`src/rtl/uart_pkg.sv`:
```
// Shared definitions for the UART receive path: FSM encoding, register map,
// status bit positions and the oversample divider calculation.
package uart_pkg;

  typedef enum logic [1:0] {
    ST_IDLE,
    ST_START,
    ST_DATA,
    ST_STOP
  } uart_rx_state_t;

  localparam logic UART_REG_DATA   = 1'b0;
  localparam logic UART_REG_STATUS = 1'b1;

  localparam int STAT_FRAMING_BIT = 8;
  localparam int STAT_OVERRUN_BIT = 9;
  localparam int STAT_BUSY_BIT    = 10;
  localparam int DATA_VALID_BIT   = 31;

  // Clocks per 16x oversample tick, rounded to nearest.
  function automatic int unsigned uart_div(input int unsigned clk_hz,
                                           input int unsigned baud);
    return (clk_hz + 8 * baud) / (16 * baud);
  endfunction

endpackage

```
`src/rtl/sync_fifo.sv`:
```
// Single-clock FIFO with combinational head read; a push into a full FIFO is
// only accepted when a pop happens in the same cycle.
module sync_fifo #(
  parameter int WIDTH = 8,
  parameter int DEPTH = 8,
  localparam int AW   = $clog2(DEPTH)
) (
  input  logic             clk,
  input  logic             reset,
  input  logic             push,
  input  logic [WIDTH-1:0] wdata,
  input  logic             pop,
  output logic [WIDTH-1:0] rdata,
  output logic             full,
  output logic             empty,
  output logic [AW:0]      count
);

  logic [WIDTH-1:0] mem [DEPTH];
  logic [AW-1:0]    wr_ptr;
  logic [AW-1:0]    rd_ptr;
  logic             do_push;
  logic             do_pop;

  assign full    = (count == (AW+1)'(DEPTH));
  assign empty   = (count == '0);
  assign do_pop  = pop && !empty;
  assign do_push = push && (!full || do_pop);
  assign rdata   = mem[rd_ptr];

  always_ff @(posedge clk) begin
    if (do_push) mem[wr_ptr] <= wdata;
  end

  always_ff @(posedge clk) begin
    if (reset) begin
      wr_ptr <= '0;
      rd_ptr <= '0;
      count  <= '0;
    end else begin
      if (do_push) wr_ptr <= wr_ptr + AW'(1);
      if (do_pop)  rd_ptr <= rd_ptr + AW'(1);
      if (do_push && !do_pop)      count <= count + (AW+1)'(1);
      else if (!do_push && do_pop) count <= count - (AW+1)'(1);
    end
  end

endmodule

```
`src/rtl/uart_rx_avalon.sv`:
```
// 8N1 UART receiver with a receive FIFO behind a two-register Avalon-MM slave.
//   state    | meaning
//   ST_IDLE  | waiting for a falling edge on the synchronized line
//   ST_START | counting to mid start bit, rejecting glitches
//   ST_DATA  | sampling eight data bits LSB first
//   ST_STOP  | sampling stop bit, then push byte or flag framing error
module uart_rx_avalon
  import uart_pkg::*;
#(
  parameter int CLK_HZ     = 50_000_000,
  parameter int BAUD       = 115200,
  parameter int FIFO_DEPTH = 8
) (
  input  logic        clk,
  input  logic        reset,
  input  logic        rxd,
  input  logic        avs_address,
  input  logic        avs_read,
  input  logic        avs_write,
  input  logic [31:0] avs_writedata,
  output logic [31:0] avs_readdata
);

  localparam int DIV = int'(uart_div(CLK_HZ, BAUD));
  localparam int TW  = (DIV > 1) ? $clog2(DIV) : 1;
  localparam int AW  = $clog2(FIFO_DEPTH);
  localparam logic [TW-1:0] TICK_RELOAD = TW'(DIV - 1);

  logic rxd_meta, rxd_sync, rxd_prev, fall;
  uart_rx_state_t state, state_next;
  logic [TW-1:0] tick_cnt;
  logic          tick;
  logic [3:0]    tick_num;
  logic [2:0]    bit_num;
  logic [7:0]    shreg;
  logic          restart, sample_data, stop_ok, stop_bad;
  logic          push_q, framing, overrun;
  logic [7:0]    fifo_head;
  logic          fifo_full, fifo_empty, fifo_pop;
  logic [AW:0]   fifo_count;
  logic          wr_status;
  logic [31:0]   status_word;
  logic          unused_wdata;

  assign unused_wdata = ^{avs_writedata[31:10], avs_writedata[7:0]};

  always_ff @(posedge clk) begin
    if (reset) begin
      rxd_meta <= 1'b1;
      rxd_sync <= 1'b1;
      rxd_prev <= 1'b1;
    end else begin
      rxd_meta <= rxd;
      rxd_sync <= rxd_meta;
      rxd_prev <= rxd_sync;
    end
  end

  assign fall = rxd_prev && !rxd_sync;
  assign tick = (tick_cnt == '0);

  // Down-counter restarted on frame start so START timing is phase-locked to the edge.
  always_ff @(posedge clk) begin
    if (reset)        tick_cnt <= '0;
    else if (restart) tick_cnt <= TICK_RELOAD;
    else if (tick)    tick_cnt <= TICK_RELOAD;
    else              tick_cnt <= tick_cnt - TW'(1);
  end

  always_ff @(posedge clk) begin
    if (reset) state <= ST_IDLE;
    else       state <= state_next;
  end

  always_comb begin
    state_next  = state;
    restart     = 1'b0;
    sample_data = 1'b0;
    stop_ok     = 1'b0;
    stop_bad    = 1'b0;
    case (state)
      ST_IDLE: begin
        if (fall) begin
          state_next = ST_START;
          restart    = 1'b1;
        end
      end
      ST_START: begin
        if (tick && tick_num == 4'd7) state_next = rxd_sync ? ST_IDLE : ST_DATA;
      end
      ST_DATA: begin
        if (tick && tick_num == 4'd15) begin
          sample_data = 1'b1;
          if (bit_num == 3'd7) state_next = ST_STOP;
        end
      end
      ST_STOP: begin
        if (tick && tick_num == 4'd15) begin
          state_next = ST_IDLE;
          stop_ok    = rxd_sync;
          stop_bad   = !rxd_sync;
        end
      end
      default: state_next = ST_IDLE;
    endcase
  end

  // Tick index restarts on every state change; inside DATA it wraps each bit.
  always_ff @(posedge clk) begin
    if (reset) begin
      tick_num <= '0;
      bit_num  <= '0;
      shreg    <= '0;
      push_q   <= 1'b0;
    end else begin
      if (restart || state_next != state) tick_num <= '0;
      else if (tick)                      tick_num <= tick_num + 4'd1;
      if (state != ST_DATA)  bit_num <= '0;
      else if (sample_data)  bit_num <= bit_num + 3'd1;
      if (sample_data) shreg <= {rxd_sync, shreg[7:1]};
      push_q <= stop_ok;
    end
  end

  sync_fifo #(.WIDTH(8), .DEPTH(FIFO_DEPTH)) u_fifo (
    .clk   (clk),
    .reset (reset),
    .push  (push_q),
    .wdata (shreg),
    .pop   (fifo_pop),
    .rdata (fifo_head),
    .full  (fifo_full),
    .empty (fifo_empty),
    .count (fifo_count)
  );

  assign fifo_pop  = avs_read && (avs_address == UART_REG_DATA) && !fifo_empty;
  assign wr_status = avs_write && !avs_read && (avs_address == UART_REG_STATUS);

  always_comb begin
    status_word                   = '0;
    status_word[7:0]              = 8'(fifo_count);
    status_word[STAT_FRAMING_BIT] = framing;
    status_word[STAT_OVERRUN_BIT] = overrun;
    status_word[STAT_BUSY_BIT]    = (state != ST_IDLE);
  end

  // Sticky flags: a set in the same cycle as a write-1-to-clear wins.
  always_ff @(posedge clk) begin
    if (reset) begin
      framing      <= 1'b0;
      overrun      <= 1'b0;
      avs_readdata <= '0;
    end else begin
      if (stop_bad)                                           framing <= 1'b1;
      else if (wr_status && avs_writedata[STAT_FRAMING_BIT])  framing <= 1'b0;
      if (push_q && fifo_full && !fifo_pop)                   overrun <= 1'b1;
      else if (wr_status && avs_writedata[STAT_OVERRUN_BIT])  overrun <= 1'b0;
      if (avs_read) begin
        if (avs_address == UART_REG_STATUS) begin
          avs_readdata <= status_word;
        end else if (fifo_empty) begin
          avs_readdata <= '0;
        end else begin
          avs_readdata                 <= {24'd0, fifo_head};
          avs_readdata[DATA_VALID_BIT] <= 1'b1;
        end
      end
    end
  end

endmodule

```
`config.mk`:
```
export PLATFORM = sky130hd
export DESIGN_NAME = uart_rx_avalon
export DESIGN_NICKNAME = d
export VERILOG_FILES = /design/src/rtl/uart_pkg.sv /design/src/rtl/sync_fifo.sv /design/src/rtl/uart_rx_avalon.sv
export SDC_FILE = /design/constraint.sdc
export NUM_CORES = 1
export LEC_CHECK = 0
export CORE_MARGIN = 2
export CORE_UTILIZATION = 30
export DETAILED_ROUTE_END_ITERATION = 10
export PLACE_DENSITY = 0.58
export SLEW_MARGIN = 10
export SYNTH_ARGS = -nofsm -noshare
export SYNTH_HDL_FRONTEND = slang
export SYNTH_SLANG_ARGS = --single-unit
```
`constraint.sdc`:
```
create_clock -name clk -period 2.35 [get_ports clk]
set_input_delay 0.235 -clock clk [delete_from_list [all_inputs] [get_ports clk]]
set_output_delay 0.235 -clock clk [all_outputs]
set_load 0.05 [all_outputs]
```
==> metrics.md, run 1 <==
| Metric | Value |
|---|---|
| Largest net degree at the start of global routing | `17` |
| Number of cells in the design after placement | `slightly above 600` |
| Number of instances in the synthesized netlist | `369` |
| TritonCTS clock tree | `yes` |
| Max clock buf depth | `2` |
| Number of global-route vias before repair | `2,937` |
| Clock Latency Late Sink | `between 0.4 and 0.5 ns` |
| Most Crowded Layer GR | `met2` |
| Worst hold margin | `0.4057 ns` |
| Placement row count | `46` |
| Final critical-path share of the clock period | `99.56%` |
| Global-route total usage across every layer | `11.70%` |
| Startpoint types | `register` |
| Global routing met1 resource utilization | `between 10% and 20%` |
| Netlist Area Pre-Place | `0.004903 mm^2` |
| Vias | `around 2,900` |
| Number of warnings reported in the yosys synthesis log | `0` |
| R2r endpoint | `u_fifo.count[3]` |
| Mean Syn Cell Area | `approximately 13 um^2` |
| Number of violations of the max-capacitance limit | `0` |
| Terminating pin of the worst hold path | `rxd_meta` |
| Final period demand of the worst path | `2.340 ns` |
| Post-place instance area | `0.005460 mm^2` |
| Critical path data required time | `roughly 2.6 ns` |
| Clock sink count | `117` |
| Final standard cell utilization of the core | `38.46%` |
| Count of antenna-violating nets left after detailed routing | `0` |
| Initial Util | `30.76%` |
| HPWL after detailed placement | `6236 um` |
| Placement-stage worst setup slack | `-0.3073 ns` |
| Reg2reg setup slack | `0.01 ns` |
| Antenna cell count | `0` |
| Synthesis-to-layout area growth | `25.03%` |
| Path depth of the worst reg2reg path | `9` |
| Crit. Startpoint | `u_fifo.count[1]` |
| Yosys reg bits | `117` |
| Average routed wire per standard cell | `14.49 um` |
| RSZ-0062 raised after global routing | `yes` |
| Worst-path cell with the longest stage delay | `sky130_fd_sc_hd__or4_4` |
| Number of antenna violations at the first check in global routing | `0` |
| Startpoint of the tightest hold check path | `rxd` |
| Total CTS buffers | `17` |
| Clk pin slew, worst setup/hold paths | `~0.05 ns` |
| Number of setup violations in the final report | `0` |
| Worst-Margin Slew | `0.5772 ns` |
| Post-layout worst setup margin | `0.01032 ns` |
| Core Footprint | `0.01594 mm^2` |
| Largest stage delay, worst path | `~0.56 ns` |
| Final hold violation count | `0` |
| Total count of max-transition violations in the final report | `0` |
| Commonest cells in the synthesized netlist | `sky130_fd_sc_hd__edfxtp_1, sky130_fd_sc_hd__dfxtp_1, sky130_fd_sc_hd__nor2_1` |
| Io pins | `70` |
| Number of distinct library cells after synthesis | `52` |
| Horizontal die dimension | `131.8 um` |
| Sequential area share after synthesis | `60.83%` |
| Y dimension of the die | `131.8 um` |
| Cell occurring most often along the worst timing path | `sky130_fd_sc_hd__ha_4` |
| Final Cell Area | `a little over 0.006 mm^2` |
| Worst Hold Depth | `2` |
| Met3 Resource Use GR | `4.191%` |
| Number of DRC markers in iteration 0 | `122` |
| Area enclosed by the die boundary | `about 0.017 mm^2` |
| Share of layout cells above drive strength 1 | `22.53%` |
| Ratio of total power to cell area | `896.8 mW/mm^2` |
| CP max FO | `3` |
| Crit end category | `register` |
| Final nets | `471` |
| Root cell of the clock tree | `sky130_fd_sc_hd__clkbuf_16` |
| Number of detailed-routing iterations run before antenna repair | `5` |
| Global routing met2 resource utilization | `between 20% and 30%` |
| Dominant cell by count in the synthesized netlist | `sky130_fd_sc_hd__edfxtp_1` |
| Max IR drop VDD | `500.3 uV` |
| DRC viols | `0` |
| Worst clock skew | `about 0.01 ns` |
| Weighted congestion at the end of routability-driven global placement | `roughly 0.77` |
| Result of the run | `completed` |
| Post-synth EDFFs | `64` |
| Number of vias per cell | `4.485` |
| Worst setup path class | `reg -> reg` |
| Total detailed-routing wirelength | `9434 um` |
| Wire length of the first global-routing pass | `15,400 um` |
| Static Leak | `between 2 and 2.5 nW` |
| Post-synth top flop | `sky130_fd_sc_hd__edfxtp_1` |
| Critical path cell sequence | `or4_4 -> nand2_4 -> ha_4 -> inv_4 -> ha_4 -> a21o_1 -> a21oi_2 -> mux2i_1 -> mux2_1` |
| Number of levels the H-tree was split into | `4` |
| Worst reg2reg startpoint | `u_fifo.count[1]` |
| Non-filler instance count after layout | `651` |
| Hold Path Class | `in -> reg` |
| Signal arrival time at the worst endpoint | `2.63 ns` |
| Count of buffers from port buffering | `19` |
| Remaining Overflow, GRT | `0` |
| Cell taking the most area after synthesis | `sky130_fd_sc_hd__edfxtp_1` |
| Synth top area cells | `sky130_fd_sc_hd__edfxtp_1, sky130_fd_sc_hd__dfxtp_1, sky130_fd_sc_hd__mux4_2` |
| Fraction of post-synthesis cell area in the top cell type by area | `39.19%` |
| Max-Slew Margin vs Limit | `61.40%` |
| Highest achievable clock rate | `427.4 MHz` |
| Share of flip-flops with an asynchronous set or reset | `0%` |
-- sequential cells by signal, summed over array words and instances (netlist names), named ones only --
| register | cells |
|---|---|
| u_fifo.rd_ptr | 3 |
| avs_readdata | 12 |
| shreg | 8 |
| state | 2 |
| bit_num | 3 |
| u_fifo.count | 4 |
| tick_num | 4 |
| rxd_meta | 1 |
| u_fifo.mem | 64 |
| push_q | 1 |
| rxd_sync | 1 |
| framing | 1 |
| overrun | 1 |
| rxd_prev | 1 |
| tick_cnt | 5 |
| u_fifo.wr_ptr | 3 |
-- per-stage QoR --
step / setup TNS, ns / power [mW]
after floorplan: 0 / 2.810
after global placement: -0.3206 / 2.897
after detailed placement: -0.3916 / 2.916
after CTS: 0 / 5.537
after global routing: -0.08708 / 5.712
final: 0 / 5.498
-- per-layer routing --
layer  part of all wire [%]  routed length, um
met1                     42               3977
met2                     52               4901
met3                    4.0                380
met4                    1.9                175
met5                      0                  0
-- cell usage in the layout (no fill, tap or decap), drive strengths merged, types with 10 or more instances in the layout --
master / Yosys / layout
edfxtp: 64 / 64
nand2: 24 / 24
a21oi: 16 / 16
nor2: 35 / 35
clkbuf: 8 / 23
conb: 1 / 20
clkdlybuf4s50: 0 / 19
ha: 10 / 10
mux2i: 21 / 21
buf: 32 / 36
mux4: 16 / 16
nand2b: 10 / 10
dfxtp: 53 / 53
-- worst max-delay path: cells and delay by family (launching register included) --
family / cells / cell delay (ns)
adders and majority gates: 2 / 0.35
muxes: 2 / 0.57
DFF: 1 / 0.32
and+or+nand+nor: 2 / 0.65
buffers and inverters: 1 / 0.04
AOI/OAI and AO/OA: 2 / 0.29
-- final cells by class --
cell class / count / area, um^2
well taps: 216 / 270.3
multi-input cells: 224 / 1785
clock inverters: 9 / 127.6
repair buffers: 55 / 464.2
inverters: 7 / 28.78
fillers: 1522 / 9812
clock buffers: 23 / 467.9
flip-flops and latches: 117 / 2987
-- worst max path at each step --
stage / cells after the start / to / slack [ns]
2_1_floorplan: 9 / u_fifo.count[3] / 0.008
3_3_place_gp: 10 / u_fifo.count[3] / -0.26
3_5_place_dp: 10 / u_fifo.count[3] / -0.31
4_1_cts: 11 / u_fifo.count[3] / 0.01
5_1_grt: 9 / u_fifo.count[3] / -0.09
6_report: 9 / u_fifo.count[3] / 0.01
-- report_power, final --
part / total [mW] / leakage, nW / switching, mW / internal [mW]
Combinational: 0.617 / 0.830 / 0.341 / 0.276
Clock: 2.60 / 0.285 / 0.884 / 1.72
Sequential: 2.28 / 1.02 / 0.0703 / 2.21
-- what timing repair did --
item	4_1_cts	5_1_grt
pin swaps	3	3
setup endpoints to repair	1	1
buffers inserted	2	2
resized for setup	4	4
hold buffers	0	0
hold endpoints to repair	0	0
-- kinds of logic (layout without fill, tap and decap cells) --
logic type / after synthesis / after routing / synth area share (%)
flops: 117 / 117 / 60.83
compound gates: 40 / 40 / 5.742
xor+xnor: 11 / 11 / 1.965
fa+ha+maj: 11 / 11 / 2.960
other cells: 1 / 20 / 0.07648
simple gates: 104 / 104 / 10.92
buf+inv: 47 / 94 / 5.639
mux: 38 / 38 / 11.87
Power figures use the tool's default switching activity.
==> inputs of run 2 (changes only) <==
Settings changed: CTS_CLUSTER_SIZE set to 40.
==> results of run 2 <==
Final layout, timing and power as in run 1 (identical DEF).
==> inputs of run 3 (changes only) <==
Settings changed: CORE_ASPECT_RATIO set to 1.75, CORE_UTILIZATION 30 to 40, PLACE_DENSITY 0.58 to 0.71.
==> run 3 against run 2 <==
Maximum frequency grew 1.4%. Largest cell class unchanged. Critical endpoint unchanged. Design area shrank 2.7%. Via count shrank 0.45%.
==> metrics.md, run 3 (synthesized netlist as in run 1, its figures left out) <==
| Metric | Value |
|---|---|
| Result of the run | `completed` |
| Final Cell Area | `0.005967 mm^2 (-2.7%)` |
| RSZ-0062 raised after global routing | `yes` |
| DRC viols | `0 (unchanged)` |
| Most common cell after layout, fill and taps aside | `sky130_fd_sc_hd__edfxtp_1` |
| TritonCTS clock tree | `yes` |
| Commonest cells after routing, fill and taps aside | `sky130_fd_sc_hd__edfxtp_1, sky130_fd_sc_hd__dfxtp_1, sky130_fd_sc_hd__nor2_1` |
| Number of levels the H-tree was split into | `4 (unchanged)` |
| Final hold violation count | `0 (unchanged)` |
| Global-route total usage across every layer | `15.10% (+3.4 points)` |
| Top reg by flops | `u_fifo.mem` |
| Weighted congestion at the end of routability-driven global placement | `0.7405 (-4.2%)` |
| Worst setup path class | `reg -> reg` |
| Synthesis-to-layout area growth | `21.69%` |
| Ratio of total power to cell area | `891.3 mW/mm^2 (-0.61%)` |
| Root cell of the clock tree | `sky130_fd_sc_hd__clkbuf_16` |
| Initial Util | `40.85% (+10 points)` |
| Reg2reg setup slack | `0.04 ns (+0.03 ns)` |
| Top Registers | `u_fifo.mem (64), avs_readdata (12), shreg (8)` |
| Placement row count | `53 (+15%)` |
| Final period demand of the worst path | `2.308 ns (-0.03125 ns)` |
| Number of setup violations in the final report | `0 (unchanged)` |
| Antenna cell count | `0 (unchanged)` |
| Crit end category | `register` |
| Path depth of the worst reg2reg path | `9 (unchanged)` |
| Clock Latency Late Sink | `0.41 ns (about the same)` |
| Final nets | `465 (-1.3%)` |
| Final critical-path share of the clock period | `98.23% (-1.3 points)` |
| Io pins | `70 (unchanged)` |
| Remaining Overflow, GRT | `0 (unchanged)` |
| Signal arrival time at the worst endpoint | `2.60 ns (-0.03 ns)` |
| CP Buf/Inv Count | `1 (unchanged)` |
| Critical path cell sequence | `or4_4 -> nand2_4 -> ha_4 -> inv_4 -> ha_4 -> a21o_1 -> a21oi_2 -> mux2i_1 -> mux2_1` |
| R2r endpoint | `u_fifo.count[3]` |
| Highest achievable clock rate | `433.2 MHz (+1.4%)` |
| Share of layout cells above drive strength 1 | `21.21% (-1.3 points)` |
| Total detailed-routing wirelength | `9141 um (-3.1%)` |
| Count of antenna-violating nets left after detailed routing | `0 (unchanged)` |
| Clock sink count | `117 (unchanged)` |
| CP endpoint | `u_fifo.count[3]` |
| Placement-stage worst setup slack | `-0.2700 ns (+0.03739 ns)` |
| Post-place instance area | `0.005381 mm^2 (-1.4%)` |
| Number of detailed-routing iterations run before antenna repair | `4 (-1)` |
| HPWL after detailed placement | `6246 um (+0.15%)` |
| Number of filler cells placed in the layout | `1,019 (-33%)` |
| Static Leak | `2.078 nW (-2.9%)` |
| Worst-Margin Slew | `0.5994 ns (+0.02220 ns)` |
| Crit. Startpoint | `u_fifo.count[3]` |
| Number of vias per cell | `4.894 (+9.1%)` |
| Number of cells in the design after placement | `562 (-8.6%)` |
| Post-layout worst setup margin | `0.04158 ns (+0.03125 ns)` |
| Vias | `2,907 (-0.45%)` |
| Flip-flop and latch area | `0.002984 mm^2 (about the same)` |
| Number of global-route vias before repair | `2,926 (-0.37%)` |
| Largest stage delay, worst path | `0.57 ns (about the same)` |
| Total count of max-transition violations in the final report | `0 (unchanged)` |
| Core Footprint | `0.01200 mm^2 (-25%)` |
| Cell occurring most often along the worst timing path | `sky130_fd_sc_hd__ha_4` |
| Number of flip-flops in the largest register | `64 (unchanged)` |
| Total CTS buffers | `17 (unchanged)` |
| Largest net degree at the start of global routing | `19 (+2)` |
| Max clock buf depth | `2 (unchanged)` |
| Non-filler instance count after layout | `594 (-8.8%)` |
| Area enclosed by the die boundary | `0.01320 mm^2 (-24%)` |
| Count of buffers from port buffering | `19 (unchanged)` |
| Number of antenna violations at the first check in global routing | `0 (unchanged)` |
| Y dimension of the die | `150.5 um (+14%)` |
| Wire length of the first global-routing pass | `14,520 um (-5.7%)` |
| Startpoint types | `register` |
| CP max FO | `4 (+1)` |
| Horizontal die dimension | `87.70 um (-33%)` |
| Critical path data required time | `2.65 ns (about the same)` |
| Max-Slew Margin vs Limit | `59.92% (-1.5 points)` |
| Post CTS Setup Buffer Count | `0 (-2)` |
| Number of DRC markers in iteration 0 | `117 (-4.1%)` |
| Worst-path cell with the longest stage delay | `sky130_fd_sc_hd__or4_4` |
| Final total power | `5.319 mW (-3.3%)` |
| Worst clock skew | `0.005652 ns (-0.004219 ns)` |
| Worst hold margin | `0.3987 ns (-0.006963 ns)` |
| Number of violations of the max-capacitance limit | `0 (unchanged)` |
| Area used by multi-input combinational logic | `0.001767 mm^2 (-1.1%)` |
| Clk pin slew, worst setup/hold paths | `0.05 ns (about the same)` |
| Max IR drop VDD | `479.8 uV (-4.1%)` |
| Worst path top cell family by delay | `simple AND/OR/NAND/NOR gates` |
| Hold buffer count at cts | `0 (unchanged)` |
| Hold Path Class | `in -> reg` |
| Critical path depth | `9 (unchanged)` |
| Average routed wire per standard cell | `15.39 um (+6.2%)` |
| Worst reg2reg startpoint | `u_fifo.count[3]` |
-- run 3: how the worst min path moves through the flow --
| stage | startpoint | to | slack, ns | cells past startpoint |
|---|---|---|---|---|
| floorplan | rxd | rxd_meta | 0.33 | 1 |
| CTS | rxd | rxd_meta | 0.39 | 2 |
| global route | rxd | rxd_meta | 0.39 | 2 |
| finish | rxd | rxd_meta | 0.40 | 2 |
| global placement | rxd_meta | rxd_sync | 0.40 | 1 |
| detailed placement | rxd_meta | rxd_sync | 0.39 | 1 |
-- run 3: where the power goes --
part / switching [mW] / total [mW] / internal, mW
logic: 0.348 / 0.610 / 0.262
registers: 0.0669 / 2.28 / 2.21
clock network: 0.888 / 2.43 / 1.54
-- run 3: per-layer routing --
layer  global-route usage (%)  part of all wire (%)
met2                    27.80                    57
met4                    8.538                   2.4
met1                    15.10                    38
met5                        0                     0
met3                    3.399                   2.8
-- run 3: worst register-to-register path: cells and delay by family, from the launching register on --
kind / cells / cell delay [ns]
AOI/OAI and AO/OA: 2 / 0.30
DFF: 1 / 0.32
adders and majority gates: 2 / 0.34
and+or+nand+nor: 2 / 0.67
buffers and inverters: 1 / 0.05
muxes: 2 / 0.54
-- run 3: repair_timing --
item,in CTS,in global routing
endpoints found under the setup margin,1,1
resized for setup,1,2
pin swaps,3,3
-- run 3: metrics by stage --
| step | TNS, ns | utilization (%) |
|---|---|---|
| 2_1_floorplan | 0 | - |
| 3_3_place_gp | -0.2262 | 44.83 |
| 3_5_place_dp | -0.2700 | 44.83 |
| 4_1_cts | 0 | 49.65 |
| 5_1_grt | -0.03125 | 49.71 |
| 6_report | 0 | 49.71 |
-- run 3: final cells by class --
class                   count  share of cell area, %
clock buffers              18                  7.192
clock inverters            14                  2.286
inverters                   7                 0.4823
multi-input cells         224                  29.61
flip-flops and latches    117                  50.01
well taps                 165                  3.460
repair buffers             49                  6.962
